==> src/rtl/pc_sequencer_if.sv <==
// Return-address-stack link between the PC sequencer (master) and the stack (slave).
interface pc_sequencer_if #(
    parameter int unsigned D = 12
);
    logic         ras_call;
    logic         ras_ret;
    logic [D-1:0] ras_addr;
    logic [D-1:0] ras_target_in;
    logic [D-1:0] ras_target;

    modport master (
        output ras_call,
        output ras_ret,
        output ras_addr,
        output ras_target_in,
        input  ras_target
    );

    modport slave (
        input  ras_call,
        input  ras_ret,
        input  ras_addr,
        input  ras_target_in,
        output ras_target
    );
endinterface

==> src/rtl/pc_sequencer.sv <==
// Program-counter sequencer: sequential/branch/call/return/halt flow with call-depth
// tracking so stack overflow and underflow end execution with a sticky error.
module pc_sequencer #(
    parameter int unsigned D           = 12,
    parameter int unsigned STACK_DEPTH = 8,
    parameter int unsigned START_ADDR  = 0,
    localparam int unsigned DW         = $clog2(STACK_DEPTH + 1)
) (
    input  logic          clk,
    input  logic          reset,
    input  logic          start,
    input  logic          halt,
    input  logic          branch_taken,
    input  logic          call,
    input  logic          ret,
    input  logic [D-1:0]  target,
    output logic [D-1:0]  pc,
    output logic          instr_valid,
    output logic [DW-1:0] depth,
    output logic          error,
    output logic          done,
    pc_sequencer_if.master bus
);

    typedef enum logic [1:0] {StIdle, StRun, StRetWait, StDone} state_e;

    state_e state;

    logic stack_empty;
    logic stack_full;

    assign stack_empty = (depth == '0);
    assign stack_full  = (depth == DW'(STACK_DEPTH));

    assign bus.ras_addr      = pc;
    assign bus.ras_target_in = target;

    // Stack requests follow the same priority as the state update; a reset cycle issues none.
    always_comb begin
        bus.ras_call = 1'b0;
        bus.ras_ret  = 1'b0;
        if (!reset && state == StRun && !halt) begin
            if (ret) begin
                bus.ras_ret = !stack_empty;
            end else if (call) begin
                bus.ras_call = !stack_full;
            end
        end
    end

    always_ff @(posedge clk) begin
        if (reset) begin
            state       <= StIdle;
            pc          <= D'(START_ADDR);
            depth       <= '0;
            error       <= 1'b0;
            done        <= 1'b0;
            instr_valid <= 1'b0;
        end else begin
            unique case (state)
                StIdle, StDone: begin
                    if (start) begin
                        state       <= StRun;
                        pc          <= D'(START_ADDR);
                        depth       <= '0;
                        error       <= 1'b0;
                        done        <= 1'b0;
                        instr_valid <= 1'b1;
                    end
                end
                StRun: begin
                    if (halt) begin
                        state       <= StDone;
                        done        <= 1'b1;
                        instr_valid <= 1'b0;
                    end else if (ret) begin
                        instr_valid <= 1'b0;
                        if (stack_empty) begin
                            state <= StDone;
                            error <= 1'b1;
                            done  <= 1'b1;
                        end else begin
                            state <= StRetWait;
                            depth <= depth - 1'b1;
                        end
                    end else if (call) begin
                        if (stack_full) begin
                            state       <= StDone;
                            error       <= 1'b1;
                            done        <= 1'b1;
                            instr_valid <= 1'b0;
                        end else begin
                            depth <= depth + 1'b1;
                            pc    <= target;
                        end
                    end else if (branch_taken) begin
                        pc <= target;
                    end else begin
                        pc <= pc + 1'b1;
                    end
                end
                StRetWait: begin
                    // Stack output is valid the cycle after the pop request.
                    state       <= StRun;
                    pc          <= bus.ras_target;
                    instr_valid <= 1'b1;
                end
                default: begin
                    state       <= StIdle;
                    instr_valid <= 1'b0;
                end
            endcase
        end
    end

endmodule
==> src/flat_wrapper.sv <==
// flat-port wrapper written by rule: the top's interface ports become plain ports
module pc_sequencer_flat 
#(
    parameter int unsigned D           = 12,
    parameter int unsigned STACK_DEPTH = 8,
    parameter int unsigned START_ADDR  = 0,
    localparam int unsigned DW         = $clog2(STACK_DEPTH + 1)
)
  (clk, reset, start, halt, branch_taken, call, ret, target, pc, instr_valid, depth, error, done, bus_ras_call, bus_ras_ret, bus_ras_addr, bus_ras_target_in, bus_ras_target);
  pc_sequencer_if #(.D(D)) bus_i ();
  input  logic clk;
  input  logic reset;
  input  logic start;
  input  logic halt;
  input  logic branch_taken;
  input  logic call;
  input  logic ret;
  input  logic [D-1:0] target;
  output logic [D-1:0] pc;
  output logic instr_valid;
  output logic [DW-1:0] depth;
  output logic error;
  output logic done;
  output wire logic [$bits(bus_i.ras_call)-1:0] bus_ras_call;
  output wire logic [$bits(bus_i.ras_ret)-1:0] bus_ras_ret;
  output wire logic [$bits(bus_i.ras_addr)-1:0] bus_ras_addr;
  output wire logic [$bits(bus_i.ras_target_in)-1:0] bus_ras_target_in;
  input wire logic [$bits(bus_i.ras_target)-1:0] bus_ras_target;
  assign bus_ras_call = bus_i.ras_call;
  assign bus_ras_ret = bus_i.ras_ret;
  assign bus_ras_addr = bus_i.ras_addr;
  assign bus_ras_target_in = bus_i.ras_target_in;
  assign bus_i.ras_target = bus_ras_target;
  pc_sequencer #(.D(D), .STACK_DEPTH(STACK_DEPTH), .START_ADDR(START_ADDR)) u_core (.clk(clk), .reset(reset), .start(start), .halt(halt), .branch_taken(branch_taken), .call(call), .ret(ret), .target(target), .pc(pc), .instr_valid(instr_valid), .depth(depth), .error(error), .done(done), .bus(bus_i));
endmodule
==> config.mk <==
export PLATFORM = sky130hd
export DESIGN_NAME = pc_sequencer_flat
export DESIGN_NICKNAME = d
export VERILOG_FILES = /design/src/rtl/pc_sequencer_if.sv /design/src/rtl/pc_sequencer.sv /design/src/flat_wrapper.sv
export SDC_FILE = /design/constraint.sdc
export NUM_CORES = 1
export LEC_CHECK = 0
export BUFFER_PORTS_ARGS = -buffer_cell sky130_fd_sc_hd__clkbuf_2
export CAP_MARGIN = 20
export CELL_PAD_IN_SITES_DETAIL_PLACEMENT = 0
export CELL_PAD_IN_SITES_GLOBAL_PLACEMENT = 2
export CORE_MARGIN = 2
export CORE_UTILIZATION = 25
export CTS_CLUSTER_DIAMETER = 30
export DETAILED_ROUTE_END_ITERATION = 6
export GPL_TIMING_DRIVEN = 1
export HOLD_SLACK_MARGIN = 0.1
export PLACE_DENSITY_LB_ADDON = 0.1
export SYNTH_ARGS = -nofsm -noshare
export SYNTH_HDL_FRONTEND = slang
export SYNTH_SLANG_ARGS = --single-unit
==> constraint.sdc <==
create_clock -name clk -period 2.1 [get_ports clk]
set_clock_uncertainty 0.15 [all_clocks]
set_input_delay 0.105 -clock clk [delete_from_list [all_inputs] [get_ports clk]]
set_output_delay 0.105 -clock clk [all_outputs]
set_load 0.05 [all_outputs]
==> flow_summary_export.csv <==
group,metric,value,unit
pwr,cellLeakagePower,1.00,nW
sta,relSlewSlack,54.7,%
logic_synthesis,ys_seq_elements,21,
critical_path,crit_fanout,8,
clock_tree,clkLatencyLatePin,0.27,ns
logic_synthesis,synth_area_per_cell,7.90,um2
layout,fin_area,0.00224,mm2
sta,setup-violations-final,0,
placement,gp_congestion,0.725,
logic_synthesis,synth.distinct_cells,48,
sta,fmax,504,MHz
critical_path,regToRegEndpoint,"u_core.depth[1]",
critical_path,cp_data_arrival_time,1.73,ns
clock_tree,cts_max_level,1,
logic_synthesis,yosysSeqAreaShare,26.1,%
placement,dpl_worst_slack,0.0971,ns
critical_path,r2r_start,"u_core.state[0]",
logic_synthesis,synth_edf_count,0,
drt,dr.first_iter.drc_count,57,
sta,drv_slew,0,
sta,fin_crit_sh,94.6,%
logic_synthesis,synth_flop_cell,"dfxtp_1",
pwr,ir_worst_vdd,0.000349,V
die,rows,29,
drt,drt-vias-per-instance,4.80,
clock_tree,cts_buffer_depth,2,
layout,drive_gt1_share,36.6,%
layout,syn2layout_area_growth,39.1,%
global_route,overflow,0,
layout,postLayoutCoreUtil,35.7,%
critical_path,max_stage_delay,0.36,ns
layout,insertedDiodeCount,0,
sta,hold_viol,0,
logic_synthesis,synth_top_area_share,26.1,%
global_route,antenna_found_initial,0,
clock_tree,path_clk_slew,0.09,ns
global_route,grt_max_degree,15,
critical_path,end_kind,"output port",
die,dieArea,0.00710,mm2
critical_path,r2r_slack,0.15,ns
critical_path,r2r_cells,8,
placement,placed_cell_area,0.00197,mm2
logic_synthesis,async_reset_ff_share,0,%
clock_tree,post-cts-setup-buffer-count,0,
min_path,hp-class,"primary input to flip-flop",
logic_synthesis,synth_area,0.00161,mm2
sta,rsz0062_at_grt,"true",
logic_synthesis,yosysTopAreaCell,"dfxtp_1",
critical_path,path_cells,"inv_1 -> ha_2 -> nor3b_4 -> nor4bb_4 -> buf_6",
layout,final_nets,322,
drt,avgRoutedWirePerCell,14.1,um
placement,place_hpwl,3770,um
die,initial_core_util,25.7,%
run,drv_cap,0,
sta,layout_setup_ws,0.114,ns
logic_synthesis,syn_inst,204,
clock_tree,cts_tree,"yes",
drt,vias,1731,
drt,antenna_left,0,
sta,period_minus_slack,1.99,ns
logic_synthesis,synth_area_leaders,"dfxtp_1 26%, buf_4 12%, o21ai_1 5.6%",
clock_tree,cts_buffers,3,
critical_path,crit_buf_inv,2,
die,die_x,84.3,um
critical_path,critical_path_required,1.85,ns
critical_path,cp-start-kind,"flip-flop",
critical_path,crit_family,"simple AND/OR/NAND/NOR gates",
die,core,0.00628,mm2
global_route,grt_pass1_vias,1648,
drt,first_pass_iters,4,
logic_synthesis,synth_warnings,0,
die,die_h,84.3,um
sta,tightest_slew,0.678,ns
placement,port_buffers,75,
die,ioPinCount,76,
critical_path,crit_slowest_cell,"nor4bb_4",
min_path,hold_path_end,"u_core.bus.ras_addr[0]",
min_path,whs_path_depth,5,
critical_path,path_class,"flip-flop to output port",
clock_tree,cts.sinks,21,
drt,wl,5080,um
global_route,grt_pass1_wl,8170,um
drt,drcViolationCount,0,
min_path,min_from,"target[0]",
clock_tree,clock-root-buffer,"clkbuf_8",
run_status,status,"completed",
logic_synthesis,synth_fp_nets,241,
layout,final.fill_count,680,
global_route,grtUsageTotal,14.2,%
pwr,pwr_density_cell,568,mW/mm2
cell usage in the layout (no fill, tap or decap), drive strengths merged, types with 2 or more instances in the layout:
cell type    synthesis  routed
nor2                20      20
xor2                 2       2
inv                  8       8
nor3                 4       4
nor2b                3       3
a22oi                4       4
or3                  3       3
dfxtp               21      21
nor3b                3       3
nor4                 3       3
dlygate4sd3          0      21
a221oi               5       5
o21ai               28      28
nand2               11      11
a21oi                8       8
nand2b               4       4
a222oi               2       2
o2bb2ai              2       2
buf                 29      15
nor4b                2       2
a31oi                3       3
clkbuf               5      78
and3                 2       2
o31ai                2       2
xnor2                3       3
a22o                 3       3
nand3                5       5
ha                   5       5
area by class of cell:
class | instances | area [um2] | area share (%)
clock buffers | 4 | 45.0 | 2.01
inverters | 8 | 30.0 | 1.34
multi-input cells | 141 | 953 | 42.5
flip-flops and latches | 21 | 420 | 18.7
well taps | 77 | 96.3 | 4.30
repair buffers | 110 | 697 | 31.1
timing repair:
action,4_1_cts,5_1_grt
resized for setup,3,3
gates cloned,0,0
setup endpoints to repair,1,15
hold endpoints to repair,15,0
hold buffers,21,0
metrics by stage:
step | hold slack [ns] | power (mW) | cells | TNS, ns
after floorplan | 0.139 | 0.836 | 204 | 0
after global placement | 0.248 | 0.970 | 336 | 0
after detailed placement | 0.249 | 0.965 | 336 | 0
after CTS | 0.101 | 1.29 | 361 | 0
after global routing | 0.123 | 1.35 | 361 | -0.0631
final | 0.100 | 1.27 | 361 | 0
power by group:
| part | switching, mW | internal (mW) | total [mW] |
|---|---|---|---|
| clock | 0.151 | 0.136 | 0.286 |
| sequential | 0.0211 | 0.422 | 0.444 |
| combinational | 0.347 | 0.197 | 0.544 |
| total | 0.519 | 0.755 | 1.27 |
cells in the mapped netlist, types with 4 or more instances:
library cell   n
a21oi_1        8
a221oi_1       5
a22oi_1        4
buf_4         25
clkbuf_1       4
dfxtp_1       21
ha_1           5
inv_1          8
nand2_1       11
nand2b_1       4
nand3_1        5
nor2_1        19
nor3_1         4
o21ai_0       10
o21ai_1       18
state kept, by name (all words and copies together), names as in the netlist:
signal	count
u_core.instr_valid	1
u_core.error	1
u_core.depth	4
u_core.bus.ras_addr	12
u_core.state	2
u_core.done	1
worst max path at each step:
| stage | start | endpoint | slack (ns) | cells after the start |
|---|---|---|---|---|
| floorplan | u_core.depth[0] | bus_ras_ret | 0.03 | 4 |
| finish | u_core.state[1] | bus_ras_call | 0.11 | 5 |
| global route | u_core.state[0] | u_core.depth[1] | -0.03 | 8 |
| detailed placement | u_core.state[0] | u_core.bus.ras_addr[7] | 0.1 | 6 |
| global placement | u_core.state[0] | u_core.bus.ras_addr[7] | 0.11 | 6 |
| CTS | u_core.state[1] | bus_ras_call | 0.03 | 5 |
worst reg2reg max path, delay by kind of cell (launching register included):
family | cells | cell delay, ns
and+or+nand+nor | 2 | 0.26
buffers and inverters | 2 | 0.22
adders and majority gates | 1 | 0.34
DFF | 1 | 0.36
AOI/OAI and AO/OA | 3 | 0.53
logic make-up after synthesis:
logic type | count (synthesis) | share of synthesized area (%)
AOI/OAI and AO/OA | 64 | 26.9
adders and majority gates | 6 | 5.12
and+or+nand+nor | 64 | 21.4
xor gates and xnor gates | 5 | 2.72
buffers and inverters | 42 | 16.5
muxes | 2 | 1.32
DFF | 21 | 26.1
routing by layer:
metal  track usage (%)  part of all wire [%]  vias to the layer above
li1                  -                     -                      879
met1              17.7                    44                      793
met2              25.5                    50                       55
met3              2.46                   4.7                        4
met4              3.08                  0.83                        0
met5                 0                     0                        -
No activity file was read; power rests on OpenSTA's default activity.
